<file path="src/rtl/huc_mem_ctrl.sv">
// Byte-wide request port to 16-bit asynchronous SRAM bridge.
// One SRAM access per rising edge of a registered read or write strobe; reads win a tie.
module huc_mem_ctrl #(
  parameter int WAIT_CYC = 3,
  parameter int AW       = 19
) (
  input  logic          clk,
  input  logic          rst,
  input  logic          req_ce,
  input  logic          req_oe,
  input  logic          req_we,
  input  logic [AW-1:0] req_addr,
  input  logic [7:0]    req_dati,
  output logic [7:0]    req_dato,
  output logic          busy,
  output logic [AW-2:0] mem_addr,
  input  logic [15:0]   mem_dq_i,
  output logic [15:0]   mem_dq_o,
  output logic          mem_dq_oe,
  output logic          mem_ce_n,
  output logic          mem_oe_n,
  output logic          mem_we_n,
  output logic          mem_ub_n,
  output logic          mem_lb_n
);

  localparam logic [2:0] S_IDLE    = 3'd0;
  localparam logic [2:0] S_RD      = 3'd1;
  localparam logic [2:0] S_WR      = 3'd2;
  localparam logic [2:0] S_WR_HOLD = 3'd3;
  localparam logic [2:0] S_DONE    = 3'd4;

  localparam logic [3:0] WAIT_LD = 4'(WAIT_CYC - 1);

  logic       rd_r;
  logic       wr_r;
  logic       rd_d_r;
  logic       wr_d_r;
  logic [2:0] state_r;
  logic [2:0] state_s;
  logic [3:0] cnt_r;
  logic [3:0] cnt_s;
  logic       op_rd_r;
  logic       lane_r;
  logic       lane_s;
  logic       rd_rise_s;
  logic       wr_rise_s;
  logic       rd_start_s;
  logic       wr_start_s;
  logic       capture_s;

  logic       ce_n_s;
  logic       oe_n_s;
  logic       we_n_s;
  logic       ub_n_s;
  logic       lb_n_s;
  logic       dq_oe_s;
  logic       busy_s;

  assign rd_rise_s  = rd_r & ~rd_d_r;
  assign wr_rise_s  = wr_r & ~wr_d_r;
  assign rd_start_s = (state_r == S_IDLE) & rd_rise_s;
  assign wr_start_s = (state_r == S_IDLE) & ~rd_rise_s & wr_rise_s;
  assign capture_s  = (state_r == S_RD) & (cnt_r == 4'd0);

  // Strobe synchronisers and edge-detect history.
  always_ff @(posedge clk or posedge rst) begin
    if (rst) begin
      rd_r   <= 1'b0;
      wr_r   <= 1'b0;
      rd_d_r <= 1'b0;
      wr_d_r <= 1'b0;
    end else begin
      rd_r   <= req_ce & req_oe;
      wr_r   <= req_ce & req_we;
      rd_d_r <= rd_r;
      wr_d_r <= wr_r;
    end
  end

  // Next state and strobe-width counter; DONE waits for the starting strobe to drop.
  always_comb begin
    state_s = state_r;
    cnt_s   = cnt_r;
    case (state_r)
      S_IDLE: begin
        if (rd_rise_s) begin
          state_s = S_RD;
          cnt_s   = WAIT_LD;
        end else if (wr_rise_s) begin
          state_s = S_WR;
          cnt_s   = WAIT_LD;
        end else begin
          state_s = S_IDLE;
        end
      end
      S_RD: begin
        if (cnt_r == 4'd0) begin
          state_s = S_DONE;
        end else begin
          cnt_s = cnt_r - 4'd1;
        end
      end
      S_WR: begin
        if (cnt_r == 4'd0) begin
          state_s = S_WR_HOLD;
        end else begin
          cnt_s = cnt_r - 4'd1;
        end
      end
      S_WR_HOLD: begin
        state_s = S_DONE;
      end
      S_DONE: begin
        if (op_rd_r ? ~rd_r : ~wr_r) begin
          state_s = S_IDLE;
        end else begin
          state_s = S_DONE;
        end
      end
      default: begin
        state_s = S_IDLE;
        cnt_s   = 4'd0;
      end
    endcase
  end

  // SRAM control values for the state being entered, so the pins come straight from flops.
  always_comb begin
    ce_n_s  = 1'b1;
    oe_n_s  = 1'b1;
    we_n_s  = 1'b1;
    ub_n_s  = 1'b1;
    lb_n_s  = 1'b1;
    dq_oe_s = 1'b0;
    busy_s  = 1'b0;
    if (rd_start_s || wr_start_s) begin
      lane_s = req_addr[0];
    end else begin
      lane_s = lane_r;
    end
    case (state_s)
      S_RD: begin
        ce_n_s = 1'b0;
        oe_n_s = 1'b0;
        ub_n_s = 1'b0;
        lb_n_s = 1'b0;
        busy_s = 1'b1;
      end
      S_WR: begin
        ce_n_s  = 1'b0;
        we_n_s  = 1'b0;
        ub_n_s  = ~lane_s;
        lb_n_s  = lane_s;
        dq_oe_s = 1'b1;
        busy_s  = 1'b1;
      end
      S_WR_HOLD: begin
        ce_n_s  = 1'b0;
        ub_n_s  = ~lane_s;
        lb_n_s  = lane_s;
        dq_oe_s = 1'b1;
        busy_s  = 1'b1;
      end
      default: begin
        busy_s = 1'b0;
      end
    endcase
  end

  // FSM state, counter and latched request.
  always_ff @(posedge clk or posedge rst) begin
    if (rst) begin
      state_r  <= S_IDLE;
      cnt_r    <= 4'd0;
      op_rd_r  <= 1'b0;
      lane_r   <= 1'b0;
      mem_addr <= '0;
      mem_dq_o <= 16'h0000;
    end else begin
      state_r <= state_s;
      cnt_r   <= cnt_s;
      if (rd_start_s || wr_start_s) begin
        op_rd_r  <= rd_start_s;
        lane_r   <= req_addr[0];
        mem_addr <= req_addr[AW-1:1];
      end
      if (wr_start_s) begin
        mem_dq_o <= {req_dati, req_dati};
      end
    end
  end

  // Registered SRAM pins and busy.
  always_ff @(posedge clk or posedge rst) begin
    if (rst) begin
      mem_ce_n  <= 1'b1;
      mem_oe_n  <= 1'b1;
      mem_we_n  <= 1'b1;
      mem_ub_n  <= 1'b1;
      mem_lb_n  <= 1'b1;
      mem_dq_oe <= 1'b0;
      busy      <= 1'b0;
    end else begin
      mem_ce_n  <= ce_n_s;
      mem_oe_n  <= oe_n_s;
      mem_we_n  <= we_n_s;
      mem_ub_n  <= ub_n_s;
      mem_lb_n  <= lb_n_s;
      mem_dq_oe <= dq_oe_s;
      busy      <= busy_s;
    end
  end

  // Read data is taken at the end of the last strobe cycle and held until the next read.
  always_ff @(posedge clk or posedge rst) begin
    if (rst) begin
      req_dato <= 8'h00;
    end else if (capture_s) begin
      req_dato <= lane_r ? mem_dq_i[15:8] : mem_dq_i[7:0];
    end
  end

endmodule
</file>
<file path="config.mk">
export PLATFORM = sky130hd
export DESIGN_NAME = huc_mem_ctrl
export DESIGN_NICKNAME = d
export VERILOG_FILES = /design/src/rtl/huc_mem_ctrl.sv
export SDC_FILE = /design/constraint.sdc
export NUM_CORES = 1
export LEC_CHECK = 0
export CAP_MARGIN = 10
export CORE_MARGIN = 3
export CORE_UTILIZATION = 42
export DETAILED_ROUTE_END_ITERATION = 8
export HOLD_SLACK_MARGIN = 0.15
export PLACE_DENSITY = 0.91
export SYNTH_ARGS = -nofsm -noshare
export SYNTH_HDL_FRONTEND = slang
export SYNTH_SLANG_ARGS = --single-unit
</file>
<file path="constraint.sdc">
create_clock -name clk -period 2.6 [get_ports clk]
set_clock_uncertainty 0.15 [all_clocks]
set_input_delay 0.26 -clock clk [delete_from_list [all_inputs] [get_ports clk]]
set_output_delay 0.26 -clock clk [all_outputs]
set_load 0.05 [all_outputs]
</file>
==> impl_metrics.yaml <==
synthesis:
  yosysSeqAreaShare: 0.5988
  avgSynthCellArea_um2: 12.60
  synth-adder-area-share: 0.005519
  synth.area.top_cells: "dfrtp_1 54%, mux2_2 13%, dfstp_2 5.8%, mux2i_1 4.4%, buf_4 2.6%"
  yosys.area.top_type: "dfrtp_1"
  synthSimpleGateAreaFrac: 0.08444
  synth_fp_nets: 229
  synth_top_family_by_area: "multiplexers"
  synth_warnings: 0
  synth.top_cell.area_share: 0.5408
  ys_seq_elements: 54
  synth_mux_area_frac: 0.1733
  synth_compound_area_frac: 0.06512
  syn_inst: 180
  syn_area_um2: 2267
  synthXorXnorAreaFrac: 0.01159
  ys_types: 34
min_path:
  hp-class: "input port to async pin"
sta:
  fin_crit_ns: 2.093
  grt_setup_unrepaired: "no"
  finalHoldViolations: 0
  slew_violations: 0
  post-route-period-util: 0.8050
  max_freq_ghz: 0.4778
  hold_slack_ns: 0.1742
  worstMarginPinSlew_ns: 0.5745
  finalSetupTns_ns: 0
  setup_viol: 0
  relSlewSlack: 0.6141
route:
  num_vias: 1625
  drt-initial-drc-count: 79
  drt_wl_total_mm: 4.593
  drtAntennaViolNets: 0
  first_pass_iters: 4
  wire_per_inst_um: 13.51
  drc: 0
  drt-vias-per-instance: 4.779
setup_path:
  max_stage_delay_ns: 0.56
  worst_setup_path_end_kind: "flip-flop"
  start_kind: "flip-flop"
  crit_type: "flip-flop to flip-flop"
  arrival_ns: 2.14
  cp-startpoint: "cnt_r[0]"
  critPathMaxFanout: 16
  r2r_cells: 6
  crit_required_ns: 2.64
  r2r-start: "cnt_r[0]"
  crit_chain: "inv_1, ha_1, or3b_1, or4_4, nand2_1, o21ai_2"
  r2r_slack_ns: 0.51
  cp_slowest_cell: "or4_4"
clock_tree:
  insertion_delay_ns: 0.30
  hold_buffers: 0
  cts_setup_buffers: 0
  cts_sinks: 54
  cts-htree-levels: 2
  cts_made_buffers: 5
  cts_tree: "yes"
  cts.path.max_buffers: 2
  cts.clk_slew.worst_paths_ns: 0.09
  root_buffer: "clkbuf_8"
  post_cts_resized: 0
global_route:
  grt_max_degree: 55
  met2_usage: 0.2571
  grt_antenna_before_repair: 0
  grtUsageTotal: 0.1540
  first_global_vias: 1619
  globalRoute.totalOverflow: 0
  met3_usage: 0.04176
  gr-max-usage-layer: "met2"
  grt_pass1_wl_mm: 7.631
  use_met1: 0.1932
die:
  pin_count: 97
  core_area_um2: 5172
  die_area_um2: 6315
  rows: 26
  die_w_um: 79.47
  initial_core_util: 0.4383
  dieHeight_um: 79.47
layout:
  final_cell_area_um2: 3352
  fin_nets: 318
  area_growth_pct: 47.85
  drive_above_1_share: 0.1741
  num_antenna_cells: 0
  fillers: 387
job:
  maxCapViolCount: 0
run_status:
  status: "completed"
placed_design:
  place_area_um2: 3242
  port_buffers: 96
  place_congestion: 0.8040
  dp_hpwl_mm: 3.469
## area by class of cell
class / instances / area, um2 / share of cell area
Clock inverter: 2 / 37.54 / 0.01120
Sequential cell: 54 / 1358 / 0.4050
Clock buffer: 6 / 72.57 / 0.02165
Inverter: 7 / 26.28 / 0.007839
Tap cell: 70 / 87.58 / 0.02613
Multi-Input combinational cell: 102 / 774.5 / 0.2311
Timing Repair Buffer: 99 / 996.0 / 0.2971
## metrics by stage
| step | setup slack (ns) | util | instances |
|---|---|---|---|
| finish | 0.5069 | 0.6480 | 340 |
| global route | 0.3731 | 0.6480 | 340 |
| CTS | 0.4981 | 0.6480 | 340 |
| detailed placement | 0.5179 | 0.6268 | 332 |
| global placement | 0.5903 | 0.6268 | 332 |
| floorplan | 0.4711 | - | 180 |
## per-layer routing
metal	vias to the layer above	wire, um
met5	-	0
met4	0	67
met3	8	284
met2	65	2377
met1	766	1864
li1	786	-
## critical path: cells and delay by family (launching register included)
family                   cells  cell delay (ns)
AO/OA/AOI/OAI                1             0.06
AND/OR/NAND/NOR              3             1.13
adder cells (fa/ha/maj)      1             0.17
buffers and inverters        1             0.07
flip-flops                   1             0.42
## worst paths after layout
check                              end
max in group asynchronous     mem_lb_n
hold reg to reg                 wr_d_r
setup reg to reg           req_dato[7]
setup / recovery           req_dato[7]
hold / removal              state_r[2]
min in group clk                wr_d_r
## sequential cells by signal, summed over array words and instances, names as in the netlist
name       cells
req_dato       8
rd_r           1
state_r        3
mem_dq_oe      1
mem_dq_o       8
busy           1
mem_we_n       1
rd_d_r         1
lane_r         1
op_rd_r        1
wr_d_r         1
mem_oe_n       1
wr_r           1
mem_ce_n       1
cnt_r          4
mem_addr      18
mem_ub_n       1
mem_lb_n       1
## synthesized netlist by cell type, drive strengths merged
| cell type | count |
|---|---|
| inv | 7 |
| a21oi | 6 |
| mux2i | 10 |
| a211oi | 1 |
| dfstp | 5 |
| and2 | 2 |
| dfrtp | 49 |
| o211ai | 3 |
| xor2 | 3 |
| or2 | 1 |
| nor3b | 1 |
| or3 | 1 |
| nand2b | 2 |
| o32ai | 1 |
| buf | 14 |
| and3 | 1 |
| or3b | 1 |
| o21ai | 11 |
| mux2 | 26 |
| or4 | 1 |
| nor2 | 5 |
| ha | 1 |
| nand2 | 13 |
| a22o | 1 |
| nor3 | 4 |
| clkbuf | 3 |
| nand3 | 4 |
| o31ai | 1 |
| nor2b | 2 |
## cells by family after synthesis
family | Yosys count
buf+inv | 24
xor+xnor | 3
simple gates | 38
fa+ha+maj | 1
compound gates | 24
mux | 36
flops | 54
## layout by cell type, fill, tap and decap left out, types with 2 or more instances in the layout
cell type,instances
clkbuf_8,5
o21ai_2,3
o21ai_0,2
nand2b_1,2
inv_1,6
clkdlybuf4s50_1,96
a21oi_1,6
nor3_1,4
and2_1,2
nand2_1,13
nor2_1,5
buf_4,2
nor2b_1,2
mux2_2,26
mux2i_1,10
nand3_1,4
dfrtp_1,49
o211ai_1,3
dfstp_2,5
xor2_1,3
o21ai_1,6
Power is not shown: default switching activity piles up to over one toggle a cycle in this logic, so the estimate is an artifact.
